**src/rtl/alu_sequencer.sv**
```systemverilog
// Command front-end for the ALU: buffers commands in a FIFO, issues them one at a time,
// captures the registered ALU result and returns it with the command tag.
module alu_sequencer #(
   parameter int unsigned DEPTH = 4,
   parameter int unsigned TAG_W = 4
) (
   input  logic             clk,
   input  logic             reset,
   input  logic             cmd_valid,
   output logic             cmd_ready,
   input  logic [7:0]       cmd_a,
   input  logic [7:0]       cmd_b,
   input  logic [3:0]       cmd_op,
   input  logic [TAG_W-1:0] cmd_tag,
   output logic [7:0]       alu_a,
   output logic [7:0]       alu_b,
   output logic [3:0]       alu_op,
   input  logic [7:0]       alu_result,
   input  logic             alu_carry,
   output logic             rsp_valid,
   input  logic             rsp_ready,
   output logic [7:0]       rsp_result,
   output logic             rsp_carry,
   output logic             rsp_err,
   output logic [TAG_W-1:0] rsp_tag,
   output logic             busy
);

   localparam int unsigned PTR_W = $clog2(DEPTH);
   localparam int unsigned CNT_W = $clog2(DEPTH + 1);
   localparam logic [CNT_W-1:0] FULL_CNT = CNT_W'(DEPTH);

   typedef struct packed {
      logic [7:0]       a;
      logic [7:0]       b;
      logic [3:0]       op;
      logic [TAG_W-1:0] tag;
   } cmd_t;

   typedef enum logic [1:0] {StIdle, StIssue, StCapture, StResp} state_t;

   cmd_t             r_mem [DEPTH];
   logic [PTR_W-1:0] r_wr_ptr;
   logic [PTR_W-1:0] r_rd_ptr;
   logic [CNT_W-1:0] r_count;
   state_t           r_state;
   state_t           w_state_next;

   logic [7:0]       r_alu_a;
   logic [7:0]       r_alu_b;
   logic [3:0]       r_alu_op;
   logic [7:0]       r_rsp_result;
   logic             r_rsp_carry;
   logic             r_rsp_err;
   logic [TAG_W-1:0] r_rsp_tag;

   logic             w_push;
   logic             w_pop;
   logic             w_legal;
   cmd_t             w_head;

   // ------------------------------------------------------------------
   // Command FIFO
   // ------------------------------------------------------------------
   assign cmd_ready = (r_count != FULL_CNT);
   assign w_push    = cmd_valid && cmd_ready;
   assign w_pop     = (r_state == StIdle) && (r_count != '0);
   assign w_head    = r_mem[r_rd_ptr];

   // Illegal opcodes and divide-by-zero are answered locally and never reach the ALU
   assign w_legal = (w_head.op <= 4'd3) && !((w_head.op == 4'd3) && (w_head.b == 8'd0));

   always_ff @(posedge clk) begin
      if (w_push) begin
         r_mem[r_wr_ptr] <= '{a: cmd_a, b: cmd_b, op: cmd_op, tag: cmd_tag};
      end
   end

   always_ff @(posedge clk or posedge reset) begin
      if (reset) begin
         r_wr_ptr <= '0;
         r_rd_ptr <= '0;
         r_count  <= '0;
      end else begin
         if (w_push) begin
            r_wr_ptr <= r_wr_ptr + PTR_W'(1);
         end
         if (w_pop) begin
            r_rd_ptr <= r_rd_ptr + PTR_W'(1);
         end
         unique case ({w_push, w_pop})
            2'b10:   r_count <= r_count + CNT_W'(1);
            2'b01:   r_count <= r_count - CNT_W'(1);
            default: r_count <= r_count;
         endcase
      end
   end

   // ------------------------------------------------------------------
   // Sequencing FSM
   // ------------------------------------------------------------------
   always_ff @(posedge clk or posedge reset) begin
      if (reset) begin
         r_state <= StIdle;
      end else begin
         r_state <= w_state_next;
      end
   end

   always_comb begin
      w_state_next = r_state;
      unique case (r_state)
         StIdle: begin
            if (w_pop) begin
               w_state_next = w_legal ? StIssue : StResp;
            end
         end
         StIssue:   w_state_next = StCapture;
         StCapture: w_state_next = StResp;
         StResp: begin
            if (rsp_ready) begin
               w_state_next = StIdle;
            end
         end
         default:   w_state_next = StIdle;
      endcase
   end

   always_comb begin
      rsp_valid = (r_state == StResp);
      busy      = (r_state != StIdle) || (r_count != '0);
   end

   // ------------------------------------------------------------------
   // ALU operand and response registers
   // ------------------------------------------------------------------
   always_ff @(posedge clk or posedge reset) begin
      if (reset) begin
         r_alu_a      <= '0;
         r_alu_b      <= '0;
         r_alu_op     <= '0;
         r_rsp_result <= '0;
         r_rsp_carry  <= 1'b0;
         r_rsp_err    <= 1'b0;
         r_rsp_tag    <= '0;
      end else begin
         if (w_pop) begin
            r_rsp_tag <= w_head.tag;
            if (w_legal) begin
               r_alu_a  <= w_head.a;
               r_alu_b  <= w_head.b;
               r_alu_op <= w_head.op;
            end else begin
               r_rsp_result <= '0;
               r_rsp_carry  <= 1'b0;
               r_rsp_err    <= 1'b1;
            end
         end
         if (r_state == StCapture) begin
            r_rsp_result <= alu_result;
            r_rsp_carry  <= alu_carry;
            r_rsp_err    <= 1'b0;
         end
      end
   end

   assign alu_a      = r_alu_a;
   assign alu_b      = r_alu_b;
   assign alu_op     = r_alu_op;
   assign rsp_result = r_rsp_result;
   assign rsp_carry  = r_rsp_carry;
   assign rsp_err    = r_rsp_err;
   assign rsp_tag    = r_rsp_tag;

endmodule
```
**config.mk**
```make
export PLATFORM = sky130hd
export DESIGN_NAME = alu_sequencer
export DESIGN_NICKNAME = d
export VERILOG_FILES = /design/src/rtl/alu_sequencer.sv
export SDC_FILE = /design/constraint.sdc
export NUM_CORES = 1
export LEC_CHECK = 0
export BUFFER_PORTS_ARGS = -buffer_cell sky130_fd_sc_hd__clkbuf_2
export CAP_MARGIN = 20
export CORE_ASPECT_RATIO = 1.75
export CORE_MARGIN = 3
export CORE_UTILIZATION = 51
export DETAILED_ROUTE_END_ITERATION = 16
export PLACE_DENSITY = 0.75
export SETUP_SLACK_MARGIN = 0.02
export SLEW_MARGIN = 20
export SYNTH_ARGS = -nofsm -noshare
export SYNTH_HDL_FRONTEND = slang
export SYNTH_SLANG_ARGS = --single-unit
```
**constraint.sdc**
```tcl
create_clock -name clk -period 2.2 [get_ports clk]
set_input_delay 0.22 -clock clk [delete_from_list [all_inputs] [get_ports clk]]
set_output_delay 0.22 -clock clk [all_outputs]
set_load 0.01 [all_outputs]
```
Word level (Yosys, flattened, before mapping)
Memories as Yosys holds them, arrays and structs flattened.
Index checks and enable logic that the tools add are counted.

word-level totals
  register bits = 43
  memories kept = 1
  word-level logic and storage cells = 58
  RAM bits = 96
  input port bits = 37

memory list
  name   words  bits a word  rd ports  clocked after memory_dff  write ports  line  RTL
  r_mem  4      24           1         0                         1            42    cmd_t r_mem [DEPTH];

operators by class
  reduce and logical (&&, ||, !) cells = 15
  multiplexer cells = 16
  eq/ne operators = 10
  $lt $le $gt $ge = 1
  $add $sub $neg = 4

operators with widths
  kind                                                                               count
  8-bit 2-to-1 mux                                                                   3
  8-bit zero test                                                                    1
  1-bit 2-to-1 mux                                                                   8
  2-bit one-hot mux with 4 select lines                                              1
  2-bit equality test (second input constant)                                        3
  2-bit 2-to-1 mux                                                                   3
  3-bit one-hot mux with 2 select lines                                              1
  2-bit AND reduction                                                                3
  2-bit nonzero test                                                                 3
  2-bit by 1-bit adder with 2-bit output (second input constant)                     2
  2-bit by 1-bit equality test with 1-bit output (second input constant)             2
  4-bit by 2-bit equality test with 1-bit output (second input constant)             1
  4-bit by 2-bit less-or-equal comparator with 1-bit output (second input constant)  1
  1-bit logical AND                                                                  4
  2-bit by 1-bit != test with 1-bit output (second input constant)                   2
  3-bit by 1-bit adder with 3-bit output (second input constant)                     1
  3-bit != test (second input constant)                                              1
  3-bit nonzero test                                                                 1
  3-bit by 1-bit subtractor with 3-bit output (second input constant)                1
  2-bit zero test                                                                    1
  2-bit != test (second input constant)                                              1
  1-bit zero test                                                                    1
  1-bit logical OR                                                                   1

Logic depth before layout (Yosys ltp)
Gate-level depths: netlist of run 1.
An unclocked memory read counts as a cell.

  depth in word-level cells = 8
  gate-level depth with buffers = 10
  mapped depth without buffers = 9

Worst setup path after synthesis of run 1
Ideal clock, no wire load.

  kind = reg-to-reg
  from = register r_rd_ptr[1]
  to = register r_alu_a[3], in the netlist alu_a[3]
  path slack = -133 ps
  arrival time = 2,208 ps
  cell stages (with the launch flop) = 9
  path buffers = 3
  period minus slack after synthesis = 2,333 ps
  path through = dfrtp_1 > clkbuf_1 > clkbuf_1 > mux4_1 > nor4b_1 > nand3_1 > and3_4 > buf_6 > mux2_4

on the way
  cells in the longest elaborated chain, start to end = 6
  elaborated cells between the ends (all ways) = 8
  classes of those cells = 1 x order compare; 1 x eq/ne; 5 x reduce/logical; 1 x memory

ends and longest elaborated chain
  what                                                                                               line  RTL
  start, declared                                                                                    44    logic [PTR_W-1:0] r_rd_ptr;
  start signal, assigned                                                                             89    r_rd_ptr <= r_rd_ptr + PTR_W'(1);
  memory read 4 x 24 bit *                                                                           --
  branches (longest 5 deep; another with 4-bit by 2-bit less-or-equal comparator with 1-bit output)  --
  end signal, assigned                                                                               150   r_alu_a <= w_head.a;
  end, declared                                                                                      49    logic [7:0] r_alu_a;

Mark *: on every way between the ends.
A chain may end at the register's enable or synchronous reset.

Worst setup path in the final report of run 1
  from = register r_rd_ptr[0]
  to = register r_alu_b[4], in the netlist alu_b[4]

on the way
  cells in the longest elaborated chain, start to end = 6
  elaborated cells between the ends (all ways) = 8
  classes of those cells = 1 x order compare; 1 x eq/ne; 5 x reduce/logical; 1 x memory

ends and longest elaborated chain
  what                                                                                               line  RTL
  memory read 4 x 24 bit *                                                                           --
  branches (longest 5 deep; another with 4-bit by 2-bit less-or-equal comparator with 1-bit output)  --
  end signal, assigned                                                                               151   r_alu_b <= w_head.b;
  end, declared                                                                                      50    logic [7:0] r_alu_b;

Marks and branches as above.

==> results by group, run 1 <==
Routing
  • Via count: roughly 2900
  • DR iter-0 viols: 133
  • Final ANT Viol Nets: 0
  • Via-to-Cell Ratio: 5.32
  • DR WL/cell: around 19 um
  • Pre-antenna DRT Iters: 4
  • Wirelength, routed: 10.2 mm
  • DRC Markers: 0

Yosys
  • Synthesized flop and latch total: about 140
  • Top-area cell type share of the netlist area: 0.532
  • Post-synth cell types: 29
  • Ys Warns: 0
  • Area contributors post-synth: edfxtp_1, dfrtp_1, mux4_2
  • Leading area contributor after synthesis: edfxtp_1
  • Sequential area share after synthesis: 0.730
  • Syn avg cell area: 18.8 sq um
  • Syn_nets: between 300 and 400
  • Syn Inst Count: around 290
  • Area of the mapped netlist: ~5400 sq um

Timing
  • Final worst slack: -0.152 ns
  • Worst Skew: roughly 0.0099 ns
  • Fmax: 0.425 GHz
  • Hold slack: about 0.017 ns
  • Rel. slew slack: 0.643
  • Final Setup Violations: 23
  • Final TNS setup: -2.61 ns
  • Period minus WS final: ~2.4 ns
  • RSZ-0062 raised after global routing: yes
  • Fin. Hold Viols: 0
  • Period utilisation layout: 1.07
  • Max-slew violation count: 0
  • Worst slew pin tran: 0.536 ns

Die
  • Io pins: 74
  • Total Die Area: between 10000 and 15000 sq um
  • Core Region: 10300 sq um
  • Cell Rows: ~50
  • Initial Util: 0.526
  • Chip Width: 83.9 um
  • Chip height: about 140 um

Global routing
  • First-pass GRT wire length: roughly 16 mm
  • Initial antenna violation count: 0
  • Vias in the first global route: ~3100
  • Gr ovfl total: 0
  • Largest net degree at the start of global routing: 36
  • GRT Overall Usage: 0.186

Clock network
  • TritonCTS clock tree: yes
  • CTS buffer count: 17
  • H-tree levels: 4
  • Root Buffer: clkbuf_16
  • Worst-path clk slew: ~0.060 ns
  • Clock sink count: 139
  • Deepest clock path buffer count: 2
  • Skew-Pair Late Insertion Delay: between 0.4 and 0.5 ns

Final layout
  • Post-route cell area: 6820 sq um
  • Inserted Diodes: 0
  • Area grow syn2layout: 25.8%
  • Fillcell total: roughly 700
  • Leading cell type in the layout, fill and taps excluded: edfxtp_1
  • Area taken by multi-input logic gates: roughly 1400 sq um
  • Commonest non-fill, non-tap cells in the layout: edfxtp_1, clkbuf_2, dfrtp_1, nand2_1, mux4_2
  • Layout cell share with drive strength beyond 1: 0.467
  • Reg area: around 4000 sq um
  • Nets: 445

Placement
  • Cell Area, Placed: 6080 sq um
  • DP HPWL: ~6.5 mm
  • PortBufs: between 70 and 80
  • Placer congestion estimate: 0.727
  • Worst slack, placed: -0.247 ns

Critical path
  • CP cell instances: buf_6 > mux4_2 > nor4b_4 > nand3_2 > and3_4 > buf_12 > mux2_4
  • Crit path capture type: flop
  • Startpoint Class: flop
  • Crit path arrival time: 2.65 ns
  • Critical path's slowest cell: mux4_2
  • Slowest stage delay, CP: between 0.5 and 0.6 ns
  • Class of the most critical setup path: flop to flop
  • CP bufs+invs: 2
  • Critical path required time: ~2.5 ns
  • Worst-path maximum fanout: 10
  • Top cell family by delay on the critical path: multiplexers

Pwr
  • P_leak: about 0.0027 uW
  • Pwr/cell area: about 1500 nW/um^2
  • Maximum vdd drop: 0.833 mV

Outcome
  • Failing checks: setup timing
  • Status: finished, violations left

Min path
  • Hold Crit Class: input pin to flop

Flow run
  • Max Cap Viol: 0
[tightest hold or removal path: cells and delay by family]
| family | cells | cell delay [ns] |
|---|---|---|
| buffers and inverters | 1 | 0.08 |
| AO/OA/AOI/OAI | 1 | 0.05 |
| AND/OR/NAND/NOR | 1 | 0.05 |
[stage by stage]
step,power [uW],cells,utilization
final,9960,538,0.662
after global routing,10500,538,0.662
after CTS,9940,538,0.657
after detailed placement,6940,500,0.591
after global placement,6820,500,0.591
after floorplan,5880,289,-
[layout make-up]
| cell class | count | area share |
|---|---|---|
| clock buffer | 17 | 0.0624 |
| clock inverter | 15 | 0.0240 |
| inverter | 6 | 0.00330 |
| multi-input combinational | 133 | 0.211 |
| sequential | 139 | 0.581 |
| tap | 127 | 0.0233 |
| timing repair buffer | 101 | 0.0949 |
[synthesized netlist by cell type (all sizes together)]
cell type  number
dfrtp          43
nor2b           3
a21oi           3
xor2            1
inv             6
nor4b           2
mux2           20
o21ba           1
fa              1
mux4           22
nand3           1
nand2          26
nor3            3
nor2            5
nand2b         10
clkbuf          6
nor3b           1
a41oi           1
edfxtp         96
ha              9
buf             5
xnor2           5
o21ai          14
and3            5
[state kept, by name, summed over array words and instances, names as in the netlist]
signal and flops:
rsp_result 8, rsp_err 1, alu_a 8, r_state 2, r_count 3, alu_op 4
r_mem 96, r_rd_ptr 2, alu_b 8, rsp_tag 4, r_wr_ptr 2, rsp_carry 1
[path summary, 6_finish.rpt]
| kind | to | start | depth (start not counted) | slack [ns] |
|---|---|---|---|---|
| max | alu_b[4]$_DFFE_PP0P_ | r_rd_ptr[0]$_DFFE_PP0P_ | 7 | -0.15 |
| min | rsp_result[1]$_DFFE_PP0P_ | alu_result[1] | 3 | 0.02 |
| max reg2reg | alu_b[4]$_DFFE_PP0P_ | r_rd_ptr[0]$_DFFE_PP0P_ | 7 | -0.15 |
| min reg2reg | rsp_tag[2]$_DFFE_PP0P_ | rsp_tag[2]$_DFFE_PP0P_ | 2 | 0.47 |
| max in group asynchronous | r_rd_ptr[1]$_DFFE_PP0P_ | reset | 4 | 1.48 |
| min in group asynchronous | alu_b[0]$_DFFE_PP0P_ | reset | 3 | 0.26 |
[power breakdown]
group	internal [uW]	switching (uW)
clock network	1680	1100
logic	1670	1550
registers	3590	367
[metal layers]
metal  share of wire  GRT usage
met5               0          0
met4           0.021     0.0915
met3           0.042     0.0516
met2            0.57      0.327
met1            0.37      0.208
[repair_timing]
action	in CTS	in global routing
endpoints found under the hold margin	43	0
hold buffers	1	0
pin swaps	3	10
buffers inserted	4	1
endpoints found under the setup margin	30	30
gates resized for setup	14	23
cloned	1	0
[kinds of logic after synthesis]
family | share of synthesized area
AO/OA/AOI/OAI | 0.0192
XOR/XNOR | 0.00969
adder cells (fa/ha/maj) | 0.0245
buffers and inverters | 0.0162
AND/OR/NAND/NOR | 0.0515
flip-flops | 0.730
multiplexers | 0.149
Note: power is estimated with default switching activity, not from simulation.
==> inputs of run 2 (changes only) <==
--- a/config.mk
+++ b/config.mk
@@ -9,9 +9,10 @@
 export CAP_MARGIN = 20
 export CORE_ASPECT_RATIO = 1.75
 export CORE_MARGIN = 3
-export CORE_UTILIZATION = 51
+export CORE_UTILIZATION = 53
+export CTS_BUF_LIST = sky130_fd_sc_hd__clkbuf_8
 export DETAILED_ROUTE_END_ITERATION = 16
-export PLACE_DENSITY = 0.75
+export PLACE_DENSITY = 0.77
 export SETUP_SLACK_MARGIN = 0.02
 export SLEW_MARGIN = 20
 export SYNTH_ARGS = -nofsm -noshare
==> constraint.sdc (replaced) <==
create_clock -name clk -period 2.2 [get_ports clk]
set_input_delay 0.11 -clock clk [delete_from_list [all_inputs] [get_ports clk]]
set_output_delay 0.11 -clock clk [all_outputs]
set_load 0.01 [all_outputs]
==> run 2 against run 1 <==
Net effect:
- the run still ends with setup timing left
- power is 5.2% lower
- hold slack better by 0.023 ns
- critical path depth stayed put
- final area is 3.0% higher
- final cell count is 6.3% higher
- wire length is 0.45% lower
- sequential power hardly changed
- count of clock-buffer cells in the layout stayed put
- via count is 5.0% higher
- largest cell class unchanged
==> results by group, run 2 (same netlist as run 1, synthesis figures left out) <==
Critical path
  • Crit path arrival time: 2.67 ns (was 2.65 ns)
  • Most used cell, CP: buf_12
  • Worst-path maximum fanout: 6 (was 10)
  • CP cell instances: buf_12 > mux4_2 > nor4b_4 > nand3_1 > and3_4 > buf_12 > mux2_4 (was buf_6 > mux4_2 > nor4b_4 > nand3_2 > and3_4 > buf_12 > mux2_4)
  • Slowest stage delay, CP: 0.53 ns (was 0.54 ns)
  • Critical path required time: 2.52 ns (was 2.50 ns)
  • Critical path's slowest cell: mux4_2 (unchanged)
  • Class of the most critical setup path: flop to flop (unchanged)
  • Top cell family by delay on the critical path: multiplexers (unchanged)
  • Crit path capture type: flop (unchanged)
  • Startpoint Class: flop (unchanged)
  • CP bufs+invs: 2 (unchanged)

Pwr
  • Pwr/cell area: 1350 nW/um^2 (was 1460 nW/um^2)
  • Maximum vdd drop: 0.832 mV (was 0.833 mV)
  • P_leak: 0.00283 uW (was 0.00273 uW)

Routing
  • DR iter-0 viols: 111 (was 133)
  • Final ANT Viol Nets: 0 (unchanged)
  • DRC Markers: 0 (unchanged)
  • Via count: 3005 (was 2862)
  • DR WL/cell: 17.7 um (was 18.9 um)
  • Pre-antenna DRT Iters: 5 (was 4)
  • Wirelength, routed: 10.1 mm (was 10.2 mm)
  • Via-to-Cell Ratio: 5.25 (was 5.32)

Placement
  • DP HPWL: 6.44 mm (was 6.55 mm)
  • PortBufs: 73 (unchanged)
  • Placed cell count: 497 (was 500)
  • Placer congestion estimate: 0.730 (was 0.727)

Die
  • Chip Width: 82.5 um (was 83.9 um)
  • Io pins: 74 (unchanged)
  • Initial Util: 0.547 (was 0.526)
  • Chip height: 140 um (was 142 um)
  • Cell Rows: 48 (was 49)
  • Total Die Area: 11500 sq um (was 12000 sq um)
  • Core Region: 9910 sq um (was 10300 sq um)

Global routing
  • Largest net degree at the start of global routing: 25 (was 36)
  • Initial antenna violation count: 1 (was 0)
  • GRT Overall Usage: 0.197 (was 0.186)
  • Gr ovfl total: 0 (unchanged)
  • First-pass GRT wire length: 16.3 mm (was 16.5 mm)
  • Vias in the first global route: 3240 (was 3144)

Timing
  • Final Setup Violations: 30 (was 23)
  • Period utilisation layout: 1.07 (about the same)
  • RSZ-0062 raised after global routing: yes (unchanged)
  • Final worst slack: -0.149 ns (was -0.152 ns)
  • Fmax: 0.426 GHz (was 0.425 GHz)
  • Final TNS setup: -2.67 ns (was -2.61 ns)
  • Fin. Hold Viols: 0 (unchanged)
  • Max-slew violation count: 0 (unchanged)
  • Worst Skew: 0.0172 ns (was 0.00988 ns)
  • Rel. slew slack: 0.637 (was 0.643)
  • Period minus WS final: 2.35 ns (about the same)
  • Worst slew pin tran: 0.545 ns (was 0.536 ns)

Flow run
  • Max Cap Viol: 0 (unchanged)

Final layout
  • Number of flip-flops in the largest register: 96 (unchanged)
  • Fin cells: 572 (was 538)
  • Fillcell total: 628 (was 697)
  • Area grow syn2layout: 29.5% (was 25.8%)
  • Commonest non-fill, non-tap cells in the layout: edfxtp_1, clkbuf_2, dfrtp_1, dlygate4sd3_1, nand2_1 (was edfxtp_1, clkbuf_2, dfrtp_1, nand2_1, mux4_2)
  • Nets: 480 (was 445)
  • Layout cell share with drive strength beyond 1: 0.422 (was 0.467)
  • Reg with most FFs: r_mem (unchanged)
  • Leading cell type in the layout, fill and taps excluded: edfxtp_1 (unchanged)

Clock network
  • Deepest clock path buffer count: 2 (unchanged)
  • Skew-Pair Late Insertion Delay: 0.44 ns (was 0.41 ns)
  • CTS buffer count: 17 (unchanged)
  • H-tree levels: 4 (unchanged)
  • Worst-path clk slew: 0.07 ns (was 0.06 ns)
  • TritonCTS clock tree: yes (unchanged)
  • Clock sink count: 139 (unchanged)
  • Root Buffer: clkbuf_8 (was clkbuf_16)

Outcome
  • Status: finished, violations left (unchanged)
  • Failing checks: setup timing (unchanged)

Min path
  • Hold Crit Class: input pin to flop (unchanged)
-- run 2: changes by cell type in the layout (fill, tap and decap cells not counted), moves of 2 or more --
cell / previous run / this run
inv_6: 5 / 3
clkbuf_8: 0 / 17
clkinvlp_4: 5 / 2
o21ai_2: 9 / 7
bufinv_16: 2 / 4
clkbuf_16: 17 / 0
dlygate4sd3_1: 1 / 34
-- run 2: layout make-up --
| type | instances | area [sq um] | area share |
|---|---|---|---|
| Sequential cell | 139 | 3960 | 0.564 |
| Multi-Input combinational cell | 133 | 1430 | 0.204 |
| Timing Repair Buffer | 136 | 1020 | 0.145 |
| Clock buffer | 17 | 234 | 0.0333 |
| Clock inverter | 15 | 196 | 0.0280 |
| Tap cell | 125 | 156 | 0.0223 |
| Inverter | 6 | 22.5 | 0.00321 |
| Antenna cell | 1 | 2.50 | 0.000356 |
-- run 2: worst paths after layout --
path | startpoint | to | slack (ns) | cells past startpoint
setup / recovery | r_rd_ptr[0]$_DFFE_PP0P_ | alu_a[1]$_DFFE_PP0P_ | -0.15 | 7
hold / removal | cmd_valid | r_wr_ptr[0]$_DFFE_PP0P_ | 0.04 | 3
setup reg to reg | r_rd_ptr[0]$_DFFE_PP0P_ | alu_a[1]$_DFFE_PP0P_ | -0.15 | 7
hold reg to reg | rsp_tag[3]$_DFFE_PP0P_ | rsp_tag[3]$_DFFE_PP0P_ | 0.49 | 2
max in group asynchronous | reset | r_wr_ptr[0]$_DFFE_PP0P_ | 1.47 | 4
min in group asynchronous | reset | alu_a[7]$_DFFE_PP0P_ | 0.23 | 3
-- run 2: per-layer routing --
| metal | vias to the layer above | wire [um] | part of all wire | global-route usage |
|---|---|---|---|---|
| met5 | - | 0 | 0 | 0 |
| met4 | 0 | 261 | 0.026 | 0.0911 |
| met3 | 19 | 381 | 0.038 | 0.0551 |
| met2 | 69 | 5670 | 0.56 | 0.330 |
| met1 | 1532 | 3830 | 0.38 | 0.228 |
| li1 | 1385 | - | - | - |
-- run 2: tightest hold or removal path, cell delays in order --
cell and delay [ns]:
clkbuf_2 0.11, nand2_1 0.13, xnor2_1 0.08
-- run 2: what timing repair did --
action / in CTS / in global routing
pin swaps: 12 / 2
cloned: 2 / 0
endpoints found under the setup margin: 30 / 32
hold buffers: 34 / 0
buffers inserted: 8 / 0
hold endpoints to repair: 126 / 0
resized for setup: 30 / 4
-- run 2: power by group --
| group | internal (uW) | total [uW] | switching, uW |
|---|---|---|---|
| combinational | 1740 | 3290 | 1550 |
| clock | 1240 | 2200 | 968 |
| sequential | 3580 | 3960 | 375 |
| total | 6560 | 9450 | 2890 |
-- run 2: stage by stage --
step | area [sq um] | setup slack, ns | utilization | hold WS (ns) | total power (uW)
final | 7020 | -0.149 | 0.708 | 0.0404 | 9450
after global routing | 7020 | -0.239 | 0.708 | 0.0407 | 9980
after CTS | 7020 | -0.128 | 0.708 | 0.0167 | 9520
after detailed placement | 6070 | -0.267 | 0.613 | 0.161 | 6930
after global placement | 6070 | -0.182 | 0.613 | 0.146 | 6820
after floorplan | 5430 | 0.0285 | - | 0.209 | 5880
